<file path="src/rtl/usart_pkg.sv">
// Shared encodings for the configurable UART receiver family.
// Holds the parity-mode encodings and the receive FSM state type.
// No ports; imported by usart_bit_sampler and usart_rx_cfg.
package usart_pkg;

  localparam int PAR_NONE = 0;
  localparam int PAR_ODD  = 1;
  localparam int PAR_EVEN = 2;

  typedef enum logic [2:0] {
    RX_IDLE   = 3'd0,
    RX_START  = 3'd1,
    RX_DATA   = 3'd2,
    RX_PARITY = 3'd3,
    RX_STOP   = 3'd4,
    RX_DONE   = 3'd5
  } rx_state_e;

endpackage

</file>
<file path="src/rtl/usart_bit_sampler.sv">
// Oversampling front end: 2-FF synchroniser, falling-edge detect, per-bit majority vote.
// Ports: clkb/rst_n; rx_i raw pin; en_i runs the bit counter (cleared when low);
//        rxs_o synchronised line, fall_o start-edge strobe, bit_tick_o/bit_val_o bit decision.
module usart_bit_sampler
  import usart_pkg::*;
#(
  parameter int OVS = 16
) (
  input  logic clkb,
  input  logic rst_n,
  input  logic rx_i,
  input  logic en_i,
  output logic rxs_o,
  output logic fall_o,
  output logic bit_tick_o,
  output logic bit_val_o
);

  localparam int CW = $clog2(OVS);
  localparam int OW = $clog2(OVS + 1);

  logic          sync_q;
  logic          rxs_q;
  logic          rxs_dly_q;
  logic [CW-1:0] cnt_q, cnt_d;
  logic [OW-1:0] ones_q, ones_d;
  logic [OW-1:0] ones_inc;

  // The current sample is folded in, so the vote covers all OVS samples of the period.
  assign ones_inc  = ones_q + OW'(rxs_q);
  assign bit_val_o = (ones_inc > OW'(OVS / 2));
  assign fall_o    = rxs_dly_q & ~rxs_q;
  assign rxs_o     = rxs_q;

  always_comb begin
    cnt_d      = cnt_q;
    ones_d     = ones_q;
    bit_tick_o = 1'b0;
    if (!en_i) begin
      cnt_d  = '0;
      ones_d = '0;
    end else if (cnt_q == CW'(OVS - 1)) begin
      bit_tick_o = 1'b1;
      cnt_d      = '0;
      ones_d     = '0;
    end else begin
      cnt_d  = cnt_q + CW'(1);
      ones_d = ones_inc;
    end
  end

  always_ff @(posedge clkb) begin
    if (!rst_n) begin
      sync_q    <= 1'b1;
      rxs_q     <= 1'b1;
      rxs_dly_q <= 1'b1;
      cnt_q     <= '0;
      ones_q    <= '0;
    end else begin
      sync_q    <= rx_i;
      rxs_q     <= sync_q;
      rxs_dly_q <= rxs_q;
      cnt_q     <= cnt_d;
      ones_q    <= ones_d;
    end
  end

endmodule

</file>
<file path="src/rtl/usart_rx_cfg.sv">
// Configurable oversampling UART receiver with a one-entry valid/ready holding register.
// Ports: clkb/rst_n; rx serial in; rx_ready consumer accept; rx_busy frame in progress;
//        rx_valid/rx_data/rx_perr/rx_ferr held word; rx_ovr one-cycle dropped-frame pulse.
module usart_rx_cfg
  import usart_pkg::*;
#(
  parameter int DATA_BITS = 8,
  parameter int OVS       = 16,
  parameter int PARITY    = 0,
  parameter int STOP_BITS = 1
) (
  input  logic                 clkb,
  input  logic                 rst_n,
  input  logic                 rx,
  input  logic                 rx_ready,
  output logic                 rx_busy,
  output logic                 rx_valid,
  output logic [DATA_BITS-1:0] rx_data,
  output logic                 rx_perr,
  output logic                 rx_ferr,
  output logic                 rx_ovr
);

  localparam int IW = $clog2(DATA_BITS);
  localparam int AW = $clog2(OVS + 1);

  rx_state_e            state_q, state_d;
  logic                 busy_q, busy_d;
  logic                 valid_q, valid_d;
  logic [DATA_BITS-1:0] data_q, data_d;
  logic                 perr_q, perr_d;
  logic                 ferr_q, ferr_d;
  logic                 ovr_q, ovr_d;
  logic [DATA_BITS-1:0] shift_q, shift_d;
  logic                 perr_acc_q, perr_acc_d;
  logic                 ferr_acc_q, ferr_acc_d;
  logic [IW-1:0]        idx_q, idx_d;
  logic                 armed_q, armed_d;
  logic [AW-1:0]        arm_cnt_q, arm_cnt_d;

  logic rxs, fall, bit_tick, bit_val;
  logic start_go, in_frame, par_odd;

  assign par_odd  = (PARITY == PAR_ODD);
  assign in_frame = (state_q == RX_START) || (state_q == RX_DATA) ||
                    (state_q == RX_PARITY) || (state_q == RX_STOP);
  // A start edge is honoured in IDLE, and in DONE unless this frame is about to disarm us.
  assign start_go = fall & armed_q &
                    ((state_q == RX_IDLE) || ((state_q == RX_DONE) && !ferr_acc_q));

  // Counting begins in the edge cycle itself so the last stop period ends one cycle
  // before the next frame's start edge can arrive, letting DONE catch it.
  usart_bit_sampler #(.OVS(OVS)) u_sampler (
    .clkb       (clkb),
    .rst_n      (rst_n),
    .rx_i       (rx),
    .en_i       (in_frame | start_go),
    .rxs_o      (rxs),
    .fall_o     (fall),
    .bit_tick_o (bit_tick),
    .bit_val_o  (bit_val)
  );

  always_comb begin
    state_d    = state_q;
    valid_d    = valid_q;
    data_d     = data_q;
    perr_d     = perr_q;
    ferr_d     = ferr_q;
    ovr_d      = 1'b0;
    shift_d    = shift_q;
    perr_acc_d = perr_acc_q;
    ferr_acc_d = ferr_acc_q;
    idx_d      = idx_q;
    armed_d    = armed_q;
    arm_cnt_d  = arm_cnt_q;

    if (valid_q && rx_ready) begin
      valid_d = 1'b0;
    end

    // Re-arm only after a clean full bit period of idle line following a framing error.
    if (!armed_q) begin
      if (!rxs) begin
        arm_cnt_d = '0;
      end else if (arm_cnt_q == AW'(OVS - 1)) begin
        armed_d   = 1'b1;
        arm_cnt_d = '0;
      end else begin
        arm_cnt_d = arm_cnt_q + AW'(1);
      end
    end

    case (state_q)
      RX_IDLE: begin
        if (start_go) begin
          state_d    = RX_START;
          idx_d      = '0;
          perr_acc_d = 1'b0;
          ferr_acc_d = 1'b0;
        end
      end
      RX_START: begin
        if (bit_tick) begin
          state_d = bit_val ? RX_IDLE : RX_DATA;
          idx_d   = '0;
        end
      end
      RX_DATA: begin
        if (bit_tick) begin
          shift_d[idx_q] = bit_val;
          if (idx_q == IW'(DATA_BITS - 1)) begin
            idx_d   = '0;
            state_d = (PARITY != PAR_NONE) ? RX_PARITY : RX_STOP;
          end else begin
            idx_d = idx_q + IW'(1);
          end
        end
      end
      RX_PARITY: begin
        if (bit_tick) begin
          perr_acc_d = bit_val ^ (^shift_q) ^ par_odd;
          idx_d      = '0;
          state_d    = RX_STOP;
        end
      end
      RX_STOP: begin
        if (bit_tick) begin
          ferr_acc_d = ferr_acc_q | ~bit_val;
          if (idx_q == IW'(STOP_BITS - 1)) begin
            idx_d   = '0;
            state_d = RX_DONE;
          end else begin
            idx_d = idx_q + IW'(1);
          end
        end
      end
      RX_DONE: begin
        if (!valid_q || rx_ready) begin
          valid_d = 1'b1;
          data_d  = shift_q;
          perr_d  = perr_acc_q;
          ferr_d  = ferr_acc_q;
        end else begin
          ovr_d = 1'b1;
        end
        if (ferr_acc_q) begin
          armed_d   = 1'b0;
          arm_cnt_d = '0;
        end
        if (start_go) begin
          state_d    = RX_START;
          idx_d      = '0;
          perr_acc_d = 1'b0;
          ferr_acc_d = 1'b0;
        end else begin
          state_d = RX_IDLE;
        end
      end
      default: state_d = RX_IDLE;
    endcase

    busy_d = (state_d != RX_IDLE);
  end

  always_ff @(posedge clkb) begin
    if (!rst_n) begin
      state_q    <= RX_IDLE;
      busy_q     <= 1'b0;
      valid_q    <= 1'b0;
      data_q     <= '0;
      perr_q     <= 1'b0;
      ferr_q     <= 1'b0;
      ovr_q      <= 1'b0;
      shift_q    <= '0;
      perr_acc_q <= 1'b0;
      ferr_acc_q <= 1'b0;
      idx_q      <= '0;
      armed_q    <= 1'b1;
      arm_cnt_q  <= '0;
    end else begin
      state_q    <= state_d;
      busy_q     <= busy_d;
      valid_q    <= valid_d;
      data_q     <= data_d;
      perr_q     <= perr_d;
      ferr_q     <= ferr_d;
      ovr_q      <= ovr_d;
      shift_q    <= shift_d;
      perr_acc_q <= perr_acc_d;
      ferr_acc_q <= ferr_acc_d;
      idx_q      <= idx_d;
      armed_q    <= armed_d;
      arm_cnt_q  <= arm_cnt_d;
    end
  end

  assign rx_busy  = busy_q;
  assign rx_valid = valid_q;
  assign rx_data  = data_q;
  assign rx_perr  = perr_q;
  assign rx_ferr  = ferr_q;
  assign rx_ovr   = ovr_q;

endmodule

</file>
<file path="config.mk">
export PLATFORM = sky130hd
export DESIGN_NAME = usart_rx_cfg
export DESIGN_NICKNAME = d
export VERILOG_FILES = /design/src/rtl/usart_pkg.sv /design/src/rtl/usart_bit_sampler.sv /design/src/rtl/usart_rx_cfg.sv
export SDC_FILE = /design/constraint.sdc
export NUM_CORES = 1
export LEC_CHECK = 0
export CORE_UTILIZATION = 45
export CTS_BUF_LIST = sky130_fd_sc_hd__clkbuf_16
export CTS_CLUSTER_SIZE = 10
export DETAILED_ROUTE_END_ITERATION = 8
export SLEW_MARGIN = 15
export SYNTH_ARGS = -nofsm -noshare
export SYNTH_HDL_FRONTEND = slang
export SYNTH_SLANG_ARGS = --single-unit
export TNS_END_PERCENT = 1
</file>
<file path="constraint.sdc">
create_clock -name clkb -period 5.51 [get_ports clkb]
set_input_delay 0.551 -clock clkb [delete_from_list [all_inputs] [get_ports clkb]]
set_output_delay 0.551 -clock clkb [all_outputs]
set_load 0.05 [all_outputs]
</file>
Word level (Yosys, flattened, before mapping)
Cells that the tools add are included.
- bits in registers: 47
- input bits: 4
- output and inout port bits: 13
- logic and storage cells: 115
- add/subtract/negate cells: 4
- magnitude comparators: 3
- equality and inequality tests: 13
- mux-type cells: 41
- bitwise operators: 10
- reduce and logical (&&, ||, !) cells: 26
- operators with widths (kind ; count):
    $mux 3 ; 13
    $mux 5 ; 5
    $pmux 3 s6 ; 1
    $mux 1 ; 16
    $pmux 3 s4 ; 1
    $eq 3x3->1 const B ; 3
    $bwmux 8 ; 1
    $reduce_xor 8->1 ; 1
    $eq 3x2->1 const B ; 2
    $logic_not 3->1 ; 2
    $ne 2x2->1 const B ; 3
    $reduce_and 2->1 ; 3
    $reduce_and 3->1 ; 2
    $add 5x1->5 ; 1
    $add 5x1->5 const B ; 1
    $eq 5x4->1 const B ; 1
    $gt 5x4->1 const B ; 1
    $logic_or 1x1->1 ; 5
    $reduce_and 5->1 ; 1
    $add 4x1->4 const B ; 1
    $eq 4x4->1 const B ; 1
    $lt 3x4->1 const B ; 1
    $ne 2x1->1 const B ; 2
    $not 1->1 ; 4
    other kinds (16) ; 25

Longest topological paths before layout
- depth after elaboration: 9
- mapped depth: 8
- mapped depth without buffers: 7

Cells and area by module
Synthesis repeated with hierarchy kept, for this count alone.
- cells, all modules: 247
- area total of the unflattened synthesis: 2229.6 sq um
- by module, submodules not included (module ; instances ; cells each ; area each (sq um)):
    usart_rx_cfg ; 1 ; 196 ; 1735.4
    usart_bit_sampler ; 1 ; 51 ; 494.2

Worst setup path after synthesis
No wires, ideal clock.
- path type: flip-flop to flip-flop
- start: register u_sampler.rxs_q, in the netlist u_sampler.rxs_o
- end: register ferr_acc_q
- setup time: 0.058 ns
- data arrival time: 2.147 ns
- data required time: 5.452 ns
- setup slack: 3.305 ns
- cell stages (with the launch flop): 9
- buffers on the path: 1
- cell sequence: dfxtp_1 -> ha_1 -> ha_1 -> or3b_1 -> a31oi_1 -> o41ai_2 -> buf_6 -> a2111oi_4 -> o21a_1
- elaborated cells between the ends (all ways): 15
- classes of those cells: add/sub (1); order compare (1); eq/ne (2); mux (3); bitwise (7); reduce/logical (1)
- RTL lines (element ; RTL line ; RTL):
    start: declaration ; usart_bit_sampler.sv:23 ; logic rxs_q;
    start signal: assignment ; usart_bit_sampler.sv:61 ; rxs_q <= sync_q;
    $add 5x1->5 ; usart_bit_sampler.sv:30 ; assign ones_inc = ones_q + OW'(rxs_q);
    named net u_sampler.ones_inc[1] ; usart_bit_sampler.sv:27 ; logic [OW-1:0] ones_inc;
    $gt 5x4->1 ; usart_bit_sampler.sv:31 ; assign bit_val_o = (ones_inc > OW'(OVS / 2));
    $not 1->1 ; usart_rx_cfg.sv:129 ; ferr_acc_d = ferr_acc_q | ~bit_val;
    $or 1x1->1 ; usart_rx_cfg.sv:129 ;
    $mux 1 ; usart_rx_cfg.sv:128 ; if (bit_tick) begin
    $pmux 1 s2 ; usart_rx_cfg.sv:94 ; case (state_q)
    end signal: assignment ; usart_rx_cfg.sv:191 ; ferr_acc_q <= ferr_acc_d;
    end: declaration ; usart_rx_cfg.sv:36 ; logic ferr_acc_q, ferr_acc_d;
The timed path passes the listed nets, and every way through them passes these cells. The select of a mux whose other input is x is not followed.
A chain may end at the register's enable or synchronous reset.

Worst setup path in the final report
- start: register u_sampler.rxs_q, in the netlist u_sampler.rxs_o
- end: register busy_q, in the netlist rx_busy
- elaborated cells between the ends (all ways): 17
- classes of those cells: add/sub (1); order compare (1); mux (9); bitwise (5); reduce/logical (1)
- RTL lines (element ; RTL line ; RTL):
    $add 5x1->5 ; usart_bit_sampler.sv:30 ;
    named net u_sampler.ones_inc[1] ; usart_bit_sampler.sv:27 ;
    $gt 5x4->1 ; usart_bit_sampler.sv:31 ;
    $mux 2 ; usart_rx_cfg.sv:105 ; state_d = bit_val ? RX_IDLE : RX_DATA;
    $mux 3 ; usart_rx_cfg.sv:104 ; if (bit_tick) begin
    $pmux 3 s6 ; usart_rx_cfg.sv:94 ;
    $reduce_bool 3->1 ; usart_rx_cfg.sv:163 ; busy_d = (state_d != RX_IDLE);
    end signal: assignment ; usart_rx_cfg.sv:183 ; busy_q <= busy_d;
    end: declaration ; usart_rx_cfg.sv:28 ; logic busy_q, busy_d;
The timed path passes the listed nets, and every way through them passes these cells.

==> results.py <==
metrics = {
    "clock_tree": {
        "cts_resized": 0,
        "cts-root-buf": "clkbuf_16",
        "cts_buffer_depth": 2,
        "post-cts-setup-buffers": 0,
        "htreeDepth": 2,
        "cts.hold.buffers_added": 0,
        "clkLatencyLatePin_ns": 0.28,
        "cts.clk_slew.worst_paths_ns": 0.06,
        "cts_tree": "yes",
        "cts.sinks": 47,
        "numCtsBuffers": 5,
    },
    "setup_path": {
        "cpMaxStageDelayCell": "or4_1",
        "crit_required_ns": 5.73,
        "critPathKind": "reg2reg",
        "path_delay_family": "simple AND/OR/NAND/NOR gates",
        "critPathMaxStageDelay_ns": 0.54,
        "path_max_fanout": 11,
        "reg2reg_to": "rx_busy$_SDFF_PN0_",
        "path_cells": "ha_1, ha_1, or3b_1, a31oi_1, o41ai_4, or4_1, nand2_1",
        "rr_worst_depth": 7,
        "reg2reg_slack_ns": 2.88,
        "worst_ep_arrival_time_ns": 2.85,
        "cpMostUsedCell": "ha_1",
        "path_buf_inv": 0,
        "reg2reg_from": "u_sampler.rxs_o$_SDFF_PN1_",
        "cp-end-kind": "flop",
        "cp.depth": 7,
        "crit_path_start_kind": "flop",
    },
    "route": {
        "via_per_inst": 5.20,
        "wirelength_um": 4210,
        "first_pass_iters": 4,
        "drc_errors": 0,
        "drtAntennaViolNets": 0,
        "vias": 1730,
        "wl_per_cell_um": 12.7,
        "first_iter_violations": 78,
    },
    "cells_and_area": {
        "final_cell_mix": "dfxtp_1 (47), nor2_1 (23), nand2_1 (22), nand3_1 (19), nor2b_1 (18)",
        "num_antenna_cells": 0,
        "drive_gt1_frac": 0.0602,
        "layout_commonest_cell": "dfxtp_1",
        "area_growth_pct": 16.7,
        "finalNetCount": 276,
        "fillers": 444,
    },
    "synthesis": {
        "avgSynthCellArea_um2": 9.03,
        "syn_area_um2": 2280,
        "yosysSeqAreaShare": 0.413,
        "ys_top_cells_by_area": "dfxtp_1 (41%), mux2i_1 (6.6%), nor2b_1 (4.9%)",
        "netlist-cell-type-count": 46,
        "yosysTopAreaCell": "dfxtp_1",
        "ys.flop_type": "dfxtp_1",
        "synth_top_area_frac": 0.413,
        "yosys_register_bits": 47,
        "async_flop_share": 0,
        "syn_nets": 263,
        "yosysWarningCount": 0,
        "syn-instance-count": 252,
        "synth_edf_count": 0,
    },
    "flow_run": {
        "drv_cap": 0,
    },
    "place": {
        "place_congestion": 0.874,
        "io_buffers": 16,
        "post-dp-hpwl_um": 2990,
    },
    "timing": {
        "setup-tns-final_ns": 0,
        "finalCritPeriodShare": 0.478,
        "fmax_mhz": 380,
        "worst_pin_slew_ns": 0.989,
        "worst_slew_margin_rel": 0.337,
        "timing.hold.ws_ns": 0.423,
        "fin_worst_skew_ns": 0.00444,
        "fin_crit_ns": 2.63,
        "setup_violations": 0,
        "rsz0062_at_grt": "no",
        "hold_viol_final": 0,
        "drv_slew": 0,
    },
    "grt": {
        "grt-ovfl-total": 0,
        "grt_pass1_wl_um": 7360,
        "grt_max_degree": 23,
        "grt_pass1_vias": 1564,
        "grt_usage": 0.179,
        "antenna_found_initial": 0,
    },
    "worst_hold_path": {
        "min_path_cells": 1,
        "hold_end": "u_sampler.rxs_o$_SDFF_PN1_",
        "hp-start": "u_sampler.sync_q$_SDFF_PN1_",
        "hold_path.class": "reg2reg",
    },
    "die": {
        "die_h_um": 73.1,
        "initial_core_util": 0.476,
        "io_pins": 17,
        "core_um2": 4790,
        "die_area_um2": 5350,
        "die_w_um": 73.1,
        "row_count": 25,
    },
    "power": {
        "power-per-cell-area_nw_per_um2": 265,
        "power.leakage_uw": 0.000949,
        "ir_drop_v": 0.000174,
    },
    "status": {
        "status": "completed",
    },
}
[layout make-up]
| cell class | instances | area, um^2 | share of cell area |
|---|---|---|---|
| flip-flops and latches | 47 | 941 | 0.354 |
| clock inverters | 3 | 38.8 | 0.0146 |
| well taps | 67 | 83.8 | 0.0316 |
| multi-input cells | 191 | 1290 | 0.485 |
| repair buffers | 17 | 168 | 0.0631 |
| inverters | 3 | 11.3 | 0.00424 |
| clock buffers | 5 | 125 | 0.0471 |
[sequential cells by signal, indices dropped and copies added (netlist names), 3 cells and up]
register / cells
arm_cnt_q: 5
state_q: 3
u_sampler.cnt_q: 4
rx_data: 8
shift_q: 8
idx_q: 3
u_sampler.ones_q: 5
[stage by stage]
step,util,instances,cell area [um^2],total power [uW],setup slack (ns)
final,0.555,333,2660,704,2.88
after global routing,0.555,333,2660,733,2.72
after CTS,0.553,333,2650,714,2.72
after detailed placement,0.518,325,2480,382,2.71
after global placement,0.518,325,2480,381,2.79
after floorplan,-,252,2280,374,3.31
[logic make-up (layout without fill, tap and decap cells)]
logic type / after synthesis / after routing / synth area share
AOI/OAI and AO/OA: 41 / 41 / 0.134
xor gates and xnor gates: 13 / 13 / 0.0500
adders and majority gates: 7 / 7 / 0.0385
buffers and inverters: 14 / 28 / 0.0275
DFF: 47 / 47 / 0.413
muxes: 16 / 16 / 0.0709
and+or+nand+nor: 114 / 114 / 0.266
[cells in the mapped netlist (all sizes together) (4+ instances only)]
cell / instances
buf: 4
nor2b: 18
nand2: 22
o21ai: 9
and3: 4
and2: 5
ha: 7
mux2i: 15
nand2b: 7
clkbuf: 7
a21boi: 6
dfxtp: 47
a21oi: 8
nor2: 23
xnor2: 10
nand3: 19
[worst max path at each step]
stage,startpoint,to
global route,u_sampler.rxs_o$_SDFF_PN1_,rx_busy$_SDFF_PN0_
CTS,u_sampler.rxs_o$_SDFF_PN1_,perr_acc_q$_SDFFE_PN0P_
detailed placement,u_sampler.rxs_o$_SDFF_PN1_,perr_acc_q$_SDFFE_PN0P_
global placement,u_sampler.rxs_o$_SDFF_PN1_,perr_acc_q$_SDFFE_PN0P_
floorplan,u_sampler.rxs_o$_SDFF_PN1_,ferr_acc_q$_SDFFE_PN0P_
finish,u_sampler.rxs_o$_SDFF_PN1_,rx_busy$_SDFF_PN0_
[power by group]
group / internal (uW) / total, uW / switching, uW / leakage (uW)
sequential: 343 / 348 / 4.79 / 0.000380
clock: 211 / 330 / 119 / 0.0000812
combinational: 12.7 / 25.9 / 13.2 / 0.000488
total: 567 / 704 / 137 / 0.000949
[routing by layer]
layer	part of all wire	vias up	GRT usage
li1	-	905	-
met5	0	-	0
met4	0.0095	0	0.0523
met2	0.43	35	0.258
met3	0.042	4	0.0456
met1	0.52	786	0.260
Power figures use the tool's default switching activity.
